## src/rtl/audio_pkg.sv

```systemverilog
// audio_pkg: shared state encoding, field widths and the rest code for the audio arbiter
package audio_pkg;
    typedef enum logic [1:0] {IDLE, PLAY, GAP} state_e;
    localparam int NOTE_W = 8;
    localparam int LEN_W = 8;
    localparam logic [NOTE_W-1:0] NOTE_REST = '0;
endpackage

```

## src/rtl/priority_picker.sv

```systemverilog
// priority_picker: fixed-priority select, lowest set index wins
module priority_picker #(
    parameter int N = 3,
    parameter int IW = (N > 1) ? $clog2(N) : 1
) (
    input  logic [N-1:0]  req,
    output logic [N-1:0]  oh,
    output logic [IW-1:0] idx,
    output logic          any
);
    assign oh = req & (~req + 1'b1);
    assign any = |req;
    always_comb begin
        idx = '0;
        for (int i = N - 1; i >= 0; i--) idx = req[i] ? IW'(i) : idx;
    end
endmodule

```

## src/rtl/audio_arbiter.sv

```systemverilog
// audio_arbiter: fixed-priority, preemptive owner of a tone generator with tick-timed note durations
module audio_arbiter
    import audio_pkg::*;
#(
    parameter int NREQ = 3,
    parameter int TICK_BITS = 16
) (
    input  logic                    clk,
    input  logic                    rst_n,
    input  logic [NREQ-1:0]         req_valid,
    input  logic [NREQ*NOTE_W-1:0]  req_note,
    input  logic [NREQ*LEN_W-1:0]   req_len,
    output logic [NREQ-1:0]         req_ready,
    output logic [NREQ-1:0]         grant,
    output logic [NOTE_W-1:0]       note_out,
    output logic [NREQ-1:0]         done
);
    localparam int IW = (NREQ > 1) ? $clog2(NREQ) : 1;
    state_e                state_q, state_d;
    logic [TICK_BITS-1:0]  pre_q, pre_d;
    logic [LEN_W-1:0]      rem_q, rem_d, win_len;
    logic [NOTE_W-1:0]     note_out_q, note_out_d, win_note;
    logic [IW-1:0]         own_q, own_d, win_idx;
    logic [NREQ-1:0]       grant_q, grant_d, done_q, done_d, win_oh;
    logic                  win_any, ready_en, xfer, tick;
    priority_picker #(.N(NREQ), .IW(IW)) u_pick (
        .req(req_valid),
        .oh(win_oh),
        .idx(win_idx),
        .any(win_any)
    );
    assign win_note = req_note[win_idx*NOTE_W +: NOTE_W];
    assign win_len = req_len[win_idx*LEN_W +: LEN_W];
    // Only a strictly higher-priority requester may cut into a playing note; GAP never accepts.
    assign ready_en = rst_n & ((state_q == IDLE) | ((state_q == PLAY) & (win_idx < own_q)));
    assign req_ready = ready_en ? win_oh : '0;
    assign xfer = win_any & ready_en;
    assign tick = &pre_q;
    always_comb begin
        state_d = state_q;
        pre_d = (state_q == IDLE) ? '0 : pre_q + 1'b1;
        rem_d = rem_q;
        note_out_d = note_out_q;
        own_d = own_q;
        grant_d = grant_q;
        done_d = '0;
        if (state_q == PLAY && tick) begin
            rem_d = rem_q - 1'b1;
            if (rem_q == LEN_W'(1)) begin
                done_d = grant_q;
                grant_d = '0;
                note_out_d = NOTE_REST;
                state_d = GAP;
            end
        end
        if (state_q == GAP && tick) state_d = IDLE;
        if (xfer) begin
            pre_d = '0;
            done_d = (win_len == '0) ? win_oh : '0;
            rem_d = win_len;
            own_d = win_idx;
            grant_d = (win_len == '0) ? '0 : win_oh;
            note_out_d = (win_len == '0) ? NOTE_REST : win_note;
            state_d = (win_len == '0) ? IDLE : PLAY;
        end
    end
    always_ff @(posedge clk or negedge rst_n) begin
        if (!rst_n) begin
            state_q <= IDLE;
            pre_q <= '0;
            rem_q <= '0;
            note_out_q <= NOTE_REST;
            own_q <= '0;
            grant_q <= '0;
            done_q <= '0;
        end else begin
            state_q <= state_d;
            pre_q <= pre_d;
            rem_q <= rem_d;
            note_out_q <= note_out_d;
            own_q <= own_d;
            grant_q <= grant_d;
            done_q <= done_d;
        end
    end
    assign grant = grant_q;
    assign note_out = note_out_q;
    assign done = done_q;
endmodule

```

## config.mk

```make
export PLATFORM = sky130hd
export DESIGN_NAME = audio_arbiter
export DESIGN_NICKNAME = d
export VERILOG_FILES = /design/src/rtl/audio_pkg.sv /design/src/rtl/priority_picker.sv /design/src/rtl/audio_arbiter.sv
export SDC_FILE = /design/constraint.sdc
export NUM_CORES = 1
export LEC_CHECK = 0
export CAP_MARGIN = 10
export CORE_MARGIN = 4
export CORE_UTILIZATION = 35
export CTS_CLUSTER_DIAMETER = 120
export DETAILED_ROUTE_END_ITERATION = 12
export HOLD_SLACK_MARGIN = 0.06
export PLACE_DENSITY_LB_ADDON = 0.2
export RECOVER_POWER = 50
export SLEW_MARGIN = 20
export SYNTH_ARGS = -nofsm -noshare
export SYNTH_HDL_FRONTEND = slang
export SYNTH_HIERARCHICAL = 1
export SYNTH_SLANG_ARGS = --single-unit
export TNS_END_PERCENT = 10
```

## constraint.sdc

```tcl
create_clock -name clk -period 1.8 [get_ports clk]
set_input_delay 0.27 -clock clk [delete_from_list [all_inputs] [get_ports clk]]
set_output_delay 0.27 -clock clk [all_outputs]
set_load 0.1 [all_outputs]
```

# [Yosys cells after proc, flatten, opt, wreduce, memory -nomap -nowiden]
# Index checks and enable logic that the tools add are counted.
[word_totals] ff_bits=42 out_inout_bits=17 inputBits=53 word_cells=59
[op_classes] order_cmp=1 addsub=3 n_reduce_logical=12 n_eq_ne=3 bitwise_logic=6 muxes=25 shift=2
[ops] operator="2-to-1 mux 8 bit" count=6
[ops] operator="variable part select 24 x 6 -> 8 bit" count=2
[ops] operator="2-to-1 mux 16 bit" count=2
[ops] operator="2-to-1 mux 3 bit" count=9
[ops] operator="adder 16 x 1 -> 16 bit, second input constant" count=1
[ops] operator="AND reduction 16 bit" count=1
[ops] operator="2-to-1 mux 2 bit" count=7
[ops] operator="== test 8 x 1 -> 1 bit, second input constant" count=1
[ops] operator="zero test 8 bit" count=1
[ops] operator="subtractor 8 x 1 -> 8 bit, second input constant" count=1
[ops] operator="nonzero test 3 bit" count=2
[ops] operator="AND reduction 2 bit" count=2
[ops] operator="nonzero test 2 bit" count=2
[ops] operator="adder 3 x 1 -> 3 bit, second input constant" count=1
[ops] operator="AND 1 bit" count=3
[ops] operator="AND 3 bit" count=1
[ops] operator="NOT 3 bit" count=1
[ops] operator="OR reduction 3 bit" count=1
[ops] operator="== test 2 x 1 -> 1 bit, second input constant" count=1
[ops] operator="== test 2 bit, second input constant" count=1
[ops] operator="logical AND 1 bit" count=2
[ops] operator="zero test 2 bit" count=1
[ops] operator="less-than comparator 2 bit" count=1
[ops] operator="2-to-1 mux 1 bit" count=1
[ops] operator="OR 1 bit" count=1

# [Depth between registers and ports, before layout]
# Gate-level depths: netlist of the first run.
[logic_depth] word_depth=10 depth_mapped=10 ltp_nobuf=7

# [Modules after synthesis]
# The synthesis of the first run kept the hierarchy.
[modules_own_cells] module="audio_arbiter" area_per_inst_um2=2473.6 cells_per_inst=246 seq_area_each_um2=1051.0 n_inst=1
[modules_own_cells] module="priority_picker" area_per_inst_um2=42.5 cells_per_inst=6 seq_area_each_um2=0.0 n_inst=1

# [Worst setup path after synthesis of the first run]
# Ideal clock, no wire load.
[synth_path] kind="input-to-output" startpoint="input req_valid[1]" endpoint="output req_ready[0]" required_ps=1530 n_path_buf=0 t_arrival_ps=1945 setup_slack_ps=-415 cell_stages=5 path_cell_list="nor3b_1 -> ha_1 -> a21o_1 -> a21oi_1 -> and3_1"
[synth_between] elab_chain_cells=7
[synth_rtl] element="from (decl)" line_no="audio_arbiter.sv:10" text="input logic [NREQ-1:0] req_valid,"
[synth_rtl] element="2-to-1 mux 2 bit (2 in a row)" line_no="priority_picker.sv:15" text="for (int i = N - 1; i >= 0; i--) idx = req[i] ? IW'(i) : idx;"
[synth_rtl] element="less-than comparator 2 bit" line_no="audio_arbiter.sv:35" text="assign ready_en = rst_n & ((state_q == IDLE) | ((state_q == PLAY) & (win_idx < own_q)));"
[synth_rtl] element="AND 1 bit" line_no="audio_arbiter.sv:35"
[synth_rtl] element="OR 1 bit" line_no="audio_arbiter.sv:35"
[synth_rtl] element="AND 1 bit" line_no="audio_arbiter.sv:35"
[synth_rtl] element="2-to-1 mux 3 bit" line_no="audio_arbiter.sv:36" text="assign req_ready = ready_en ? win_oh : '0;"
[synth_rtl] element="to (decl)" line_no="audio_arbiter.sv:13" text="output logic [NREQ-1:0] req_ready,"
# Every way passes these cells.

# [Worst setup path in the final report of the first run]
[layout_path] startpoint="register own_q[1]" endpoint="output req_ready[0]"
[layout_between] elab_chain_cells=5
[layout_rtl] element="from (decl)" line_no="audio_arbiter.sv:23" text="logic [IW-1:0] own_q, own_d, win_idx;"
[layout_rtl] element="from (signal assigned)" line_no="audio_arbiter.sv:81" text="own_q <= own_d;"
[layout_rtl] element="less-than comparator 2 bit" line_no="audio_arbiter.sv:35"
[layout_rtl] element="AND 1 bit" line_no="audio_arbiter.sv:35"
[layout_rtl] element="OR 1 bit" line_no="audio_arbiter.sv:35"
[layout_rtl] element="AND 1 bit" line_no="audio_arbiter.sv:35"
[layout_rtl] element="2-to-1 mux 3 bit" line_no="audio_arbiter.sv:36"
# Every way passes these cells.

==> qor.yml, run 1 <==
floorplan:
  dieArea_mm2: 0.00861
  row_count: 30
  core_area_mm2: 0.00691
  die_w_um: 92.8
  initial_utilization_pct: 36.4
  boundaryPins: 70
  die_h_um: 92.8
critical_path:
  crit_slowest_cell: "dfrtp_1"
  cp_data_required_time_ps: 1530
  worst-path-buf-inv: 2
  path_max_fanout: 3
  path_cells: "inv_2, ha_4, a21o_1, a21oi_2, and3_4, buf_12"
  cpPeakStageDelay_ps: 380
  cp-end-kind: "output pin"
  critPathLaunchType: "register"
  critPathArrivalTime_ps: 1720
  cp_top_family: "compound AO/OA/AOI/OAI gates"
  critPathKind: "register to output pin"
global_route:
  grt_antenna_before_repair: 0
  grt_util_met2_pct: 26.2
  grt_max_degree: 43
  grt_pass1_wl_um: 11400
  grt_pass1_vias: 2298
  track_usage_pct: 16.4
  met1_usage_pct: 21.9
  grt-busiest-layer: "met2"
  use_met3_pct: 4.06
  gr-total-overflow: 0
drt:
  wl_per_cell_um: 14.4
  detail_route.iter0.violations: 74
  routed_via_density: 4.85
  first_pass_iters: 4
  drt_wl_total_um: 6700
  vias: 2252
  drc_errors: 0
  final_antenna_net_count: 0
yosys:
  yosysWarnings: 6
  dominantRegCellSynth: "dfrtp_1"
  syn_avg_cell_area_um2: 9.98
  synth_area_leader_cell: "dfrtp_1"
  synth-seq-area-share_pct: 41.8
  synth_area_leaders: "dfrtp_1 42%, mux2i_1 6.4%, xnor2_1 4.2%, nand2_1 4.0%, nor2_1 4.0%"
  yosysMostFrequentCell: "dfrtp_1"
  synthArstFlopShare_pct: 100
  synth-seq-cells: 42
  syn_inst: 252
  netlist_area_mm2: 0.00252
  synthTopCellsByCount: "42 x dfrtp_1, 27 x nand2_1, 27 x nor2_1, 16 x mux2i_1, 15 x o21ai_0"
  yosysUniqueCellTypes: 41
  synth_edf_count: 0
  synth_top_area_share_pct: 41.8
  syn-num-nets: 309
min_path:
  min_path_type: "input pin to asynchronous set/reset pin"
finish:
  fin_area_mm2: 0.00388
  drive_gt1_share_pct: 31.3
  nNetsFinal: 424
  fillerInstances: 637
  seq_area_mm2: 0.00105
  area_delta_synth_final_pct: 54.3
  insertedDiodeCount: 0
  multiInputGateArea_mm2: 0.00146
placement:
  gp_congestion: 0.759
  io_buffer_count: 69
  placed_area_mm2: 0.00361
  dp_hpwl_um: 5020
power_and_ir_drop:
  p_int_uw: 2410
  p_sw_uw: 2170
  clockPowerShare_pct: 13.2
  vdd_drop_max_uv: 605
  seqPwrFrac_pct: 30.5
  power_frac_comb_pct: 56.3
  p_leak_uw: 0.00163
  powerDensity_mw_per_mm2: 1180
  p_sw_share_pct: 47.4
sta:
  tightest_slew_ps: 1020
  holdWs_ps: 303
  finClkSkew_ps: 11.0
  period_minus_slack_ps: 1990
  finalWorstSetupSlack_ps: -191
  period_share_pct: 111
  setup_violations: 18
  max_slew_margin_pct: 31.7
  timing.fmax_mhz: 502
  slew_violations: 0
  hold_viol: 0
  rsz0062_at_grt: "true"
cts:
  htreeDepth: 2
  clk_path_buf_depth: 2
  cts_buffers: 5
  cts_root_buffer: "clkbuf_8"
  cts_tree: "done"
  clock_sinks: 42
  path_clk_slew_ps: 80
  insertion_delay_ps: 300
outcome:
  outcome: "complete, but fails checks"
  violations: "negative setup slack"
job:
  maxCapViolCount: 0
==> registers in the layout, indices dropped and copies added (netlist names) <==
register  cells
rem_q         8
state_q       2
grant         3
pre_q        16
own_q         2
note_out      8
done          3
==> routing by layer <==
| metal | up-vias | wire length (um) |
|---|---|---|
| met5 | - | 0 |
| met4 | 0 | 87 |
| met3 | 8 | 398 |
| met2 | 60 | 3010 |
| met1 | 1050 | 3210 |
| li1 | 1134 | - |
==> power by group through the flow <==
stage / Combinational [uW] / Sequential, uW / Clock (uW)
floorplan: 780 / 2280 / 0
global placement: 2470 / 1410 / 0
detailed placement: 2490 / 1410 / 0
CTS: 2580 / 1390 / 620
global route: 2740 / 1430 / 660
finish: 2580 / 1390 / 603
==> area by class of cell <==
type / instances / area share, %
Clock buffer: 6 / 1.87
Clock inverter: 2 / 0.354
Inverter: 7 / 0.677
Multi-Input combinational cell: 191 / 37.7
Sequential cell: 42 / 27.1
Tap cell: 96 / 3.09
Timing Repair Buffer: 120 / 29.2
==> cells by family after synthesis <==
logic type                 share of synthesized area [%]
DFF                                                 41.8
AOI/OAI and AO/OA                                   14.5
and+or+nand+nor                                     23.1
buffers and inverters                               5.32
xor gates and xnor gates                            6.96
adders and majority gates                           1.99
muxes                                               6.36
==> cells in the final DEF (no fill, tap or decap), types with 4 or more instances in the layout <==
master / n
buf_12: 7
xnor2_1: 12
clkbuf_8: 5
o21ai_0: 13
nor2_1: 26
buf_6: 5
a22o_1: 8
nand3_1: 6
dfrtp_1: 42
xor2_1: 8
nor4_4: 4
mux2i_1: 15
clkdlybuf4s50_1: 48
nand4_1: 5
inv_1: 6
buf_4: 55
nand2_1: 27
o2bb2ai_2: 5
==> what timing repair did <==
| item | in CTS | in global routing |
|---|---|---|
| resized for setup | 31 | 11 |
| setup buffers | 7 | 1 |
| gates cloned | 2 | 0 |
| pin swaps | 15 | 7 |
| endpoints found under the setup margin | 45 | 30 |
| hold buffers | 0 | 0 |
==> path summary, 6_finish.rpt <==
| path | from | to | slack (ps) | cells after the start |
|---|---|---|---|---|
| min reg2reg | own_q[0] | own_q[0] | 500 | 2 |
| min in group clk | req_valid[0] | grant[0] | 330 | 3 |
| max | own_q[1] | req_ready[0] | -190 | 6 |
| min | rst_n | pre_q[2] | 300 | 2 |
| max in group asynchronous | rst_n | rem_q[4] | 860 | 2 |
| max reg2reg | own_q[1] | note_out[1] | -50 | 7 |
==> per-stage QoR <==
| step | TNS [ps] | cells | util [%] | total power (uW) | setup slack (ps) |
|---|---|---|---|---|---|
| 2_1_floorplan | -1670 | 252 | - | 3060 | -149 |
| 3_3_place_gp | -26360 | 446 | 52.2 | 3870 | -771 |
| 3_5_place_dp | -28550 | 446 | 52.2 | 3900 | -870 |
| 4_1_cts | -1640 | 463 | 55.3 | 4590 | -243 |
| 5_1_grt | -4250 | 464 | 56.2 | 4820 | -258 |
| 6_report | -1980 | 464 | 56.2 | 4570 | -191 |
(Power assumes the default switching activity.)
==> run 2: changes to the inputs <==
--- a/config.mk
+++ b/config.mk
@@ -5,6 +5,7 @@
 export SDC_FILE = /design/constraint.sdc
 export NUM_CORES = 1
 export LEC_CHECK = 0
+export ABC_AREA = 1
 export CAP_MARGIN = 10
 export CORE_MARGIN = 4
 export CORE_UTILIZATION = 35
==> qor.yml, run 2 <==
finish:
  top_register: "pre_q"
  layout_common_cells: "85 x nand2_1, 56 x nand3_1, 48 x clkdlybuf4s50_1, 45 x buf_4, 42 x dfrtp_1"
  drive_gt1_share_pct: 24.4  # -6.9 points
  stdcell_count: 602  # +30%
  insertedDiodeCount: 0  # unchanged
  nNetsFinal: 556  # +31%
  largest_register_ffs: 16  # unchanged
  layout_commonest_cell: "nand2_1"
  area_delta_synth_final_pct: 47.4
  fin_area_mm2: 0.00421  # +8.5%
floorplan:
  initial_utilization_pct: 36.4  # about the same
  die_h_um: 98.4  # +6.0%
  core_area_mm2: 0.00785  # +14%
  dieArea_mm2: 0.00967  # +12%
  row_count: 32  # +6.7%
  die_w_um: 98.4  # +6.0%
  boundaryPins: 70  # unchanged
yosys:
  synth_edf_count: 0  # unchanged
  synth_top_area_share_pct: 36.8  # -5.0 points
  synthArstFlopShare_pct: 100  # unchanged
  synth_area_leader_cell: "dfrtp_1"
  yosysMostFrequentCell: "nand2_1"
  synth-seq-cells: 42  # unchanged
  syn-num-nets: 454  # +47%
  netlist_area_mm2: 0.00286  # +14%
  yosysWarnings: 6  # unchanged
  syn_inst: 397  # +58%
  syn_avg_cell_area_um2: 7.20  # -28%
  synth_area_leaders: "dfrtp_1 37%, nand2_1 12%, nand3_1 9.8%, nor2_1 5.9%, inv_1 4.3%"
  synth-seq-area-share_pct: 36.8  # -5.0 points
  synthTopCellsByCount: "88 x nand2_1, 56 x nand3_1, 45 x nor2_1, 42 x dfrtp_1, 33 x inv_1"
  dominantRegCellSynth: "dfrtp_1"
  yosysUniqueCellTypes: 36  # -12%
drt:
  drc_errors: 0  # unchanged
  first_pass_iters: 5  # +1
  final_antenna_net_count: 0  # unchanged
  routed_via_density: 4.78  # -1.6%
  vias: 2875  # +28%
  wl_per_cell_um: 12.7  # -12%
  drt_wl_total_um: 7680  # +15%
  detail_route.iter0.violations: 89  # +20%
sta:
  period_minus_slack_ps: 1950  # -43.4 ps
  hold_viol: 0  # unchanged
  period_share_pct: 108  # -2.4 points
  setup_violations: 16  # -2
  tightest_slew_ps: 455  # -570 ps
  timing.fmax_mhz: 513  # +2.2%
  holdWs_ps: 179  # -124 ps
  slew_violations: 0  # unchanged
  rsz0062_at_grt: "true"
  max_slew_margin_pct: 69.7  # +38 points
  finClkSkew_ps: 7.57  # -3.38 ps
  finalWorstSetupSlack_ps: -148  # +43.4 ps
global_route:
  grt_pass1_wl_um: 13300  # +17%
  track_usage_pct: 16.5  # +0.17 points
  gr-total-overflow: 0  # unchanged
  grt_max_degree: 37  # -14%
  grt_antenna_before_repair: 0  # unchanged
  use_met3_pct: 3.29  # -0.78 points
  met1_usage_pct: 20.9  # -1.0 points
  grt_util_met2_pct: 29.1  # +2.9 points
  grt-busiest-layer: "met2"
  grt_pass1_vias: 2845  # +24%
placement:
  placed_area_mm2: 0.00403  # +12%
  gp_congestion: 0.823  # +8.4%
  io_buffer_count: 69  # unchanged
  dp_hpwl_um: 6060  # +21%
  dp_cells: 590  # +32%
power_and_ir_drop:
  p_leak_uw: 0.00202  # +24%
  powerDensity_mw_per_mm2: 1200  # +2.0%
  power_uw: 5060  # +11%
  vdd_drop_max_uv: 920  # +52%
critical_path:
  critPathLaunchType: "register"
  path_cells: "inv_2, ha_4, a21boi_4, o21ai_4, nand2_4, nor2_4, buf_12"
  cp-end-kind: "output pin"
  critPathKind: "register to output pin"
  cpPeakStageDelay_ps: 410  # +30 ps
  cp_top_family: "flip-flops"
  worst-path-buf-inv: 2  # unchanged
  crit_slowest_cell: "dfrtp_1"
  critPathArrivalTime_ps: 1680  # -40 ps
  path_max_fanout: 3  # unchanged
  cp_data_required_time_ps: 1530  # about the same
cts:
  htreeDepth: 2  # unchanged
  clk_path_buf_depth: 2  # unchanged
  insertion_delay_ps: 300  # about the same
  clock_sinks: 42  # unchanged
  cts_buffers: 5  # unchanged
  cts_root_buffer: "clkbuf_8"
  path_clk_slew_ps: 90  # about the same
  cts_tree: "done"
min_path:
  min_path_type: "input pin to asynchronous set/reset pin"
job:
  maxCapViolCount: 0  # unchanged
outcome:
  outcome: "complete, but fails checks"
  violations: "negative setup slack"
[run 2: cell count changes after synthesis, sizes merged, moves of 10 or more]
cell,previous run,this run
mux2i,16,0
nand3,7,66
inv,7,42
nor2,27,49
xnor2,12,2
nand2,27,96
[run 2: final cells by class]
type,instances,area [um2]
multi-input combinational,294,1610
clock buffer,5,68.8
clock inverter,3,43.8
tap,102,128
fill,752,3640
timing repair buffer,113,1140
inverter,43,179
sequential,42,1050
[run 2: layer usage]
metal | vias up | part of all wire [%] | wire length [um]
li1 | 1490 | - | -
met1 | 1316 | 45 | 3420
met2 | 61 | 50 | 3850
met3 | 8 | 4.2 | 323
met4 | 0 | 1.1 | 82
met5 | - | 0 | 0
[run 2: worst paths after layout]
kind	start	end	slack (ps)	depth (start not counted)
max	own_q[1]	req_ready[2]	-150	7
min	rst_n	pre_q[12]	180	2
max reg2reg	own_q[1]	note_out[4]	-30	10
min reg2reg	note_out[2]	note_out[2]	520	2
max in group asynchronous	rst_n	rem_q[0]	1020	2
min in group clk	req_valid[0]	grant[0]	420	4
[run 2: worst register-to-register path: stages (launching register included)]
cell	delay, ps
dfrtp_1	410
inv_2	70
ha_4	190
a21boi_4	140
o21ai_4	190
buf_4	170
nand3_4	100
buf_12	160
buf_4	160
nand3_1	90
nand2_1	50
[run 2: where the power goes]
group          leakage (uW)  total [uW]  switching (uW)  internal (uW)
registers          0.000553        1410             223           1190
logic               0.00141        2890            1840           1040
clock network     0.0000585         761             345            416
total               0.00202        5060            2410           2650
[run 2: through the flow]
step                      TNS (ps)  setup slack (ps)  utilization (%)
after detailed placement    -29650              -772             51.4
final                         -621              -148             53.7
after floorplan               -454              -167                -
after global placement      -28680              -768             51.4
after CTS                     -483              -174             53.4
after global routing         -3030              -218             53.7
[run 2: cell families (layout without fill, tap and decap cells)]
logic type | count (synthesis) | count (layout) | share of synthesized area, %
flip-flops | 42 | 42 | 36.8
AND/OR/NAND/NOR | 242 | 242 | 40.7
adder cells (fa/ha/maj) | 4 | 4 | 1.75
XOR/XNOR | 9 | 9 | 2.76
buffers and inverters | 61 | 164 | 10.1
AO/OA/AOI/OAI | 39 | 39 | 7.92
[run 2: timing repair]
action,4_1_cts,5_1_grt
endpoints found under the setup margin,45,39
endpoints found under the hold margin,6,0
pin swaps,4,2
setup buffers,2,1
hold buffers,1,0
gates resized for setup,16,6
==> run 3: changes to the inputs <==
--- a/config.mk
+++ b/config.mk
@@ -13,7 +13,8 @@
 export DETAILED_ROUTE_END_ITERATION = 12
 export HOLD_SLACK_MARGIN = 0.06
 export PLACE_DENSITY_LB_ADDON = 0.2
-export RECOVER_POWER = 50
+export RECOVER_POWER = 100
+export SETUP_SLACK_MARGIN = 0.1
 export SLEW_MARGIN = 20
 export SYNTH_ARGS = -nofsm -noshare
 export SYNTH_HDL_FRONTEND = slang
==> qor.yml, run 3 (synthesis gave the netlist of run 2 again) <==
sta:
  tightest_slew_ps: 822  # +368 ps
  hold_viol: 0  # unchanged
  period_share_pct: 108  # +0.12 points
  slew_violations: 0  # unchanged
  rsz0062_at_grt: "true"
  finClkSkew_ps: 9.21  # +1.64 ps
  max_slew_margin_pct: 45.2  # -25 points
  timing.fmax_mhz: 513  # -0.11%
  period_minus_slack_ps: 1950  # +2.09 ps
  setup_violations: 11  # -5
  finalWorstSetupSlack_ps: -150  # -2.09 ps
finish:
  drive_gt1_share_pct: 23.6  # -0.75 points
  layout_commonest_cell: "nand2_1"
  fillerInstances: 801  # +6.5%
  largest_register_ffs: 16  # unchanged
  top_register: "pre_q"
  insertedDiodeCount: 0  # unchanged
  nNetsFinal: 555  # -0.18%
  layout_common_cells: "85 x nand2_1, 56 x nand3_1, 48 x clkdlybuf4s50_1, 42 x dfrtp_1, 41 x nor2_1"
  area_delta_synth_final_pct: 41.8
min_path:
  min_path_type: "input pin to asynchronous set/reset pin"
power_and_ir_drop:
  vdd_drop_max_uv: 858  # -6.7%
  power_frac_comb_pct: 55.1  # -1.9 points
  clockPowerShare_pct: 15.8  # +0.8 points
  p_sw_uw: 2380  # -1.5%
  power_uw: 4780  # -5.5%
  powerDensity_mw_per_mm2: 1180  # -1.8%
  seqPwrFrac_pct: 29.1  # +1.2 points
  p_int_uw: 2400  # -9.2%
  p_sw_share_pct: 49.7  # +2.0 points
  p_leak_uw: 0.00196  # -3.0%
drt:
  routed_via_density: 4.70  # -1.6%
  final_antenna_net_count: 0  # unchanged
  detail_route.iter0.violations: 91  # +2.2%
  drt_wl_total_um: 7650  # -0.31%
  vias: 2824  # -1.8%
  wl_per_cell_um: 12.7  # -0.15%
  first_pass_iters: 4  # -1
  drc_errors: 0  # unchanged
floorplan:
  dieArea_mm2: 0.00967  # unchanged
  boundaryPins: 70  # unchanged
  core_area_mm2: 0.00785  # unchanged
  die_w_um: 98.4  # unchanged
  die_h_um: 98.4  # unchanged
  row_count: 32  # unchanged
  initial_utilization_pct: 36.4  # unchanged
global_route:
  grt_antenna_before_repair: 0  # unchanged
  track_usage_pct: 16.0  # -0.55 points
  gr-total-overflow: 0  # unchanged
  grt_max_degree: 30  # -19%
  grt_pass1_wl_um: 12800  # -4.4%
  grt_pass1_vias: 2779  # -2.3%
critical_path:
  cp_data_required_time_ps: 1530  # about the same
  critPathArrivalTime_ps: 1680  # about the same
  critPathKind: "register to output pin"
  critPathLaunchType: "register"
  path_max_fanout: 3  # unchanged
  cp-end-kind: "output pin"
outcome:
  outcome: "complete, but fails checks"
  violations: "negative setup slack"
cts:
  cts_tree: "done"
  htreeDepth: 2  # unchanged
  path_clk_slew_ps: 90  # about the same
  cts_buffers: 5  # unchanged
  insertion_delay_ps: 290  # about the same
  clock_sinks: 42  # unchanged
  clk_path_buf_depth: 2  # unchanged
  cts_root_buffer: "clkbuf_8"
placement:
  place_ws_ps: -741  # +31.8 ps
  dp_hpwl_um: 6020  # -0.63%
  gp_congestion: 0.804  # -2.3%
  io_buffer_count: 69  # unchanged
job:
  maxCapViolCount: 0  # unchanged
==> run 3: repair_timing <==
item / CTS / global route
setup endpoints to repair: 45 / 45
buffers inserted: 2 / 1
pin swaps: 5 / 2
resized for setup: 14 / 7
hold buffers: 0 / 0
==> run 3: area by class of cell <==
type,count,area [um2],area share (%)
Clock buffer,6,72.6,1.79
Clock inverter,2,37.5,0.926
Inverter,43,179,4.41
Multi-Input combinational cell,294,1600,39.5
Sequential cell,42,1050,25.9
Tap cell,102,128,3.15
Timing Repair Buffer,112,982,24.2
==> run 3: worst max-delay path, cell delays in order (launching register included) <==
cell and delay, ps:
dfrtp_1 400, inv_2 90, ha_4 200, a21boi_4 140, o21ai_4 170, nand2_4 100, nor2_4 110, buf_12 180
==> run 3: metal layers <==
layer  track usage (%)  share of wire (%)  up-vias
li1                  -                  -     1481
met1              19.7                 44     1279
met2              28.2                 50       56
met3              3.57                4.6        8
met4              4.20                1.3        0
met5                 0                  0        -
==> run 3: power by group through the flow <==
stage | clock [uW] | combinational (uW) | sequential [uW]
after floorplan | 0 | 1120 | 2180
after global placement | 0 | 2750 | 1410
after detailed placement | 0 | 2760 | 1430
after CTS | 770 | 2820 | 1410
after global routing | 819 | 2850 | 1430
final | 754 | 2630 | 1390
==> run 3: metrics by stage <==
step	instances	setup TNS, ps	utilization (%)	area [um2]	hold WS [ps]
finish	601	-848	51.6	4050	288
global route	601	-3170	51.6	4050	339
CTS	600	-493	52.6	4130	69.2
detailed placement	590	-29660	50.7	3980	394
global placement	590	-27880	50.7	3980	398
floorplan	397	-454	-	2920	-25.6
==> run 3: worst paths after layout <==
path | start | endpoint | slack, ps | cells after the start
min in group clk | rst_n | rem_q[2] | 450 | 5
max | own_q[1] | req_ready[1] | -150 | 7
min reg2reg | note_out[3] | note_out[3] | 520 | 2
max reg2reg | own_q[1] | pre_q[3] | -80 | 11
max in group asynchronous | rst_n | note_out[4] | 1000 | 2
min | rst_n | own_q[1] | 290 | 2
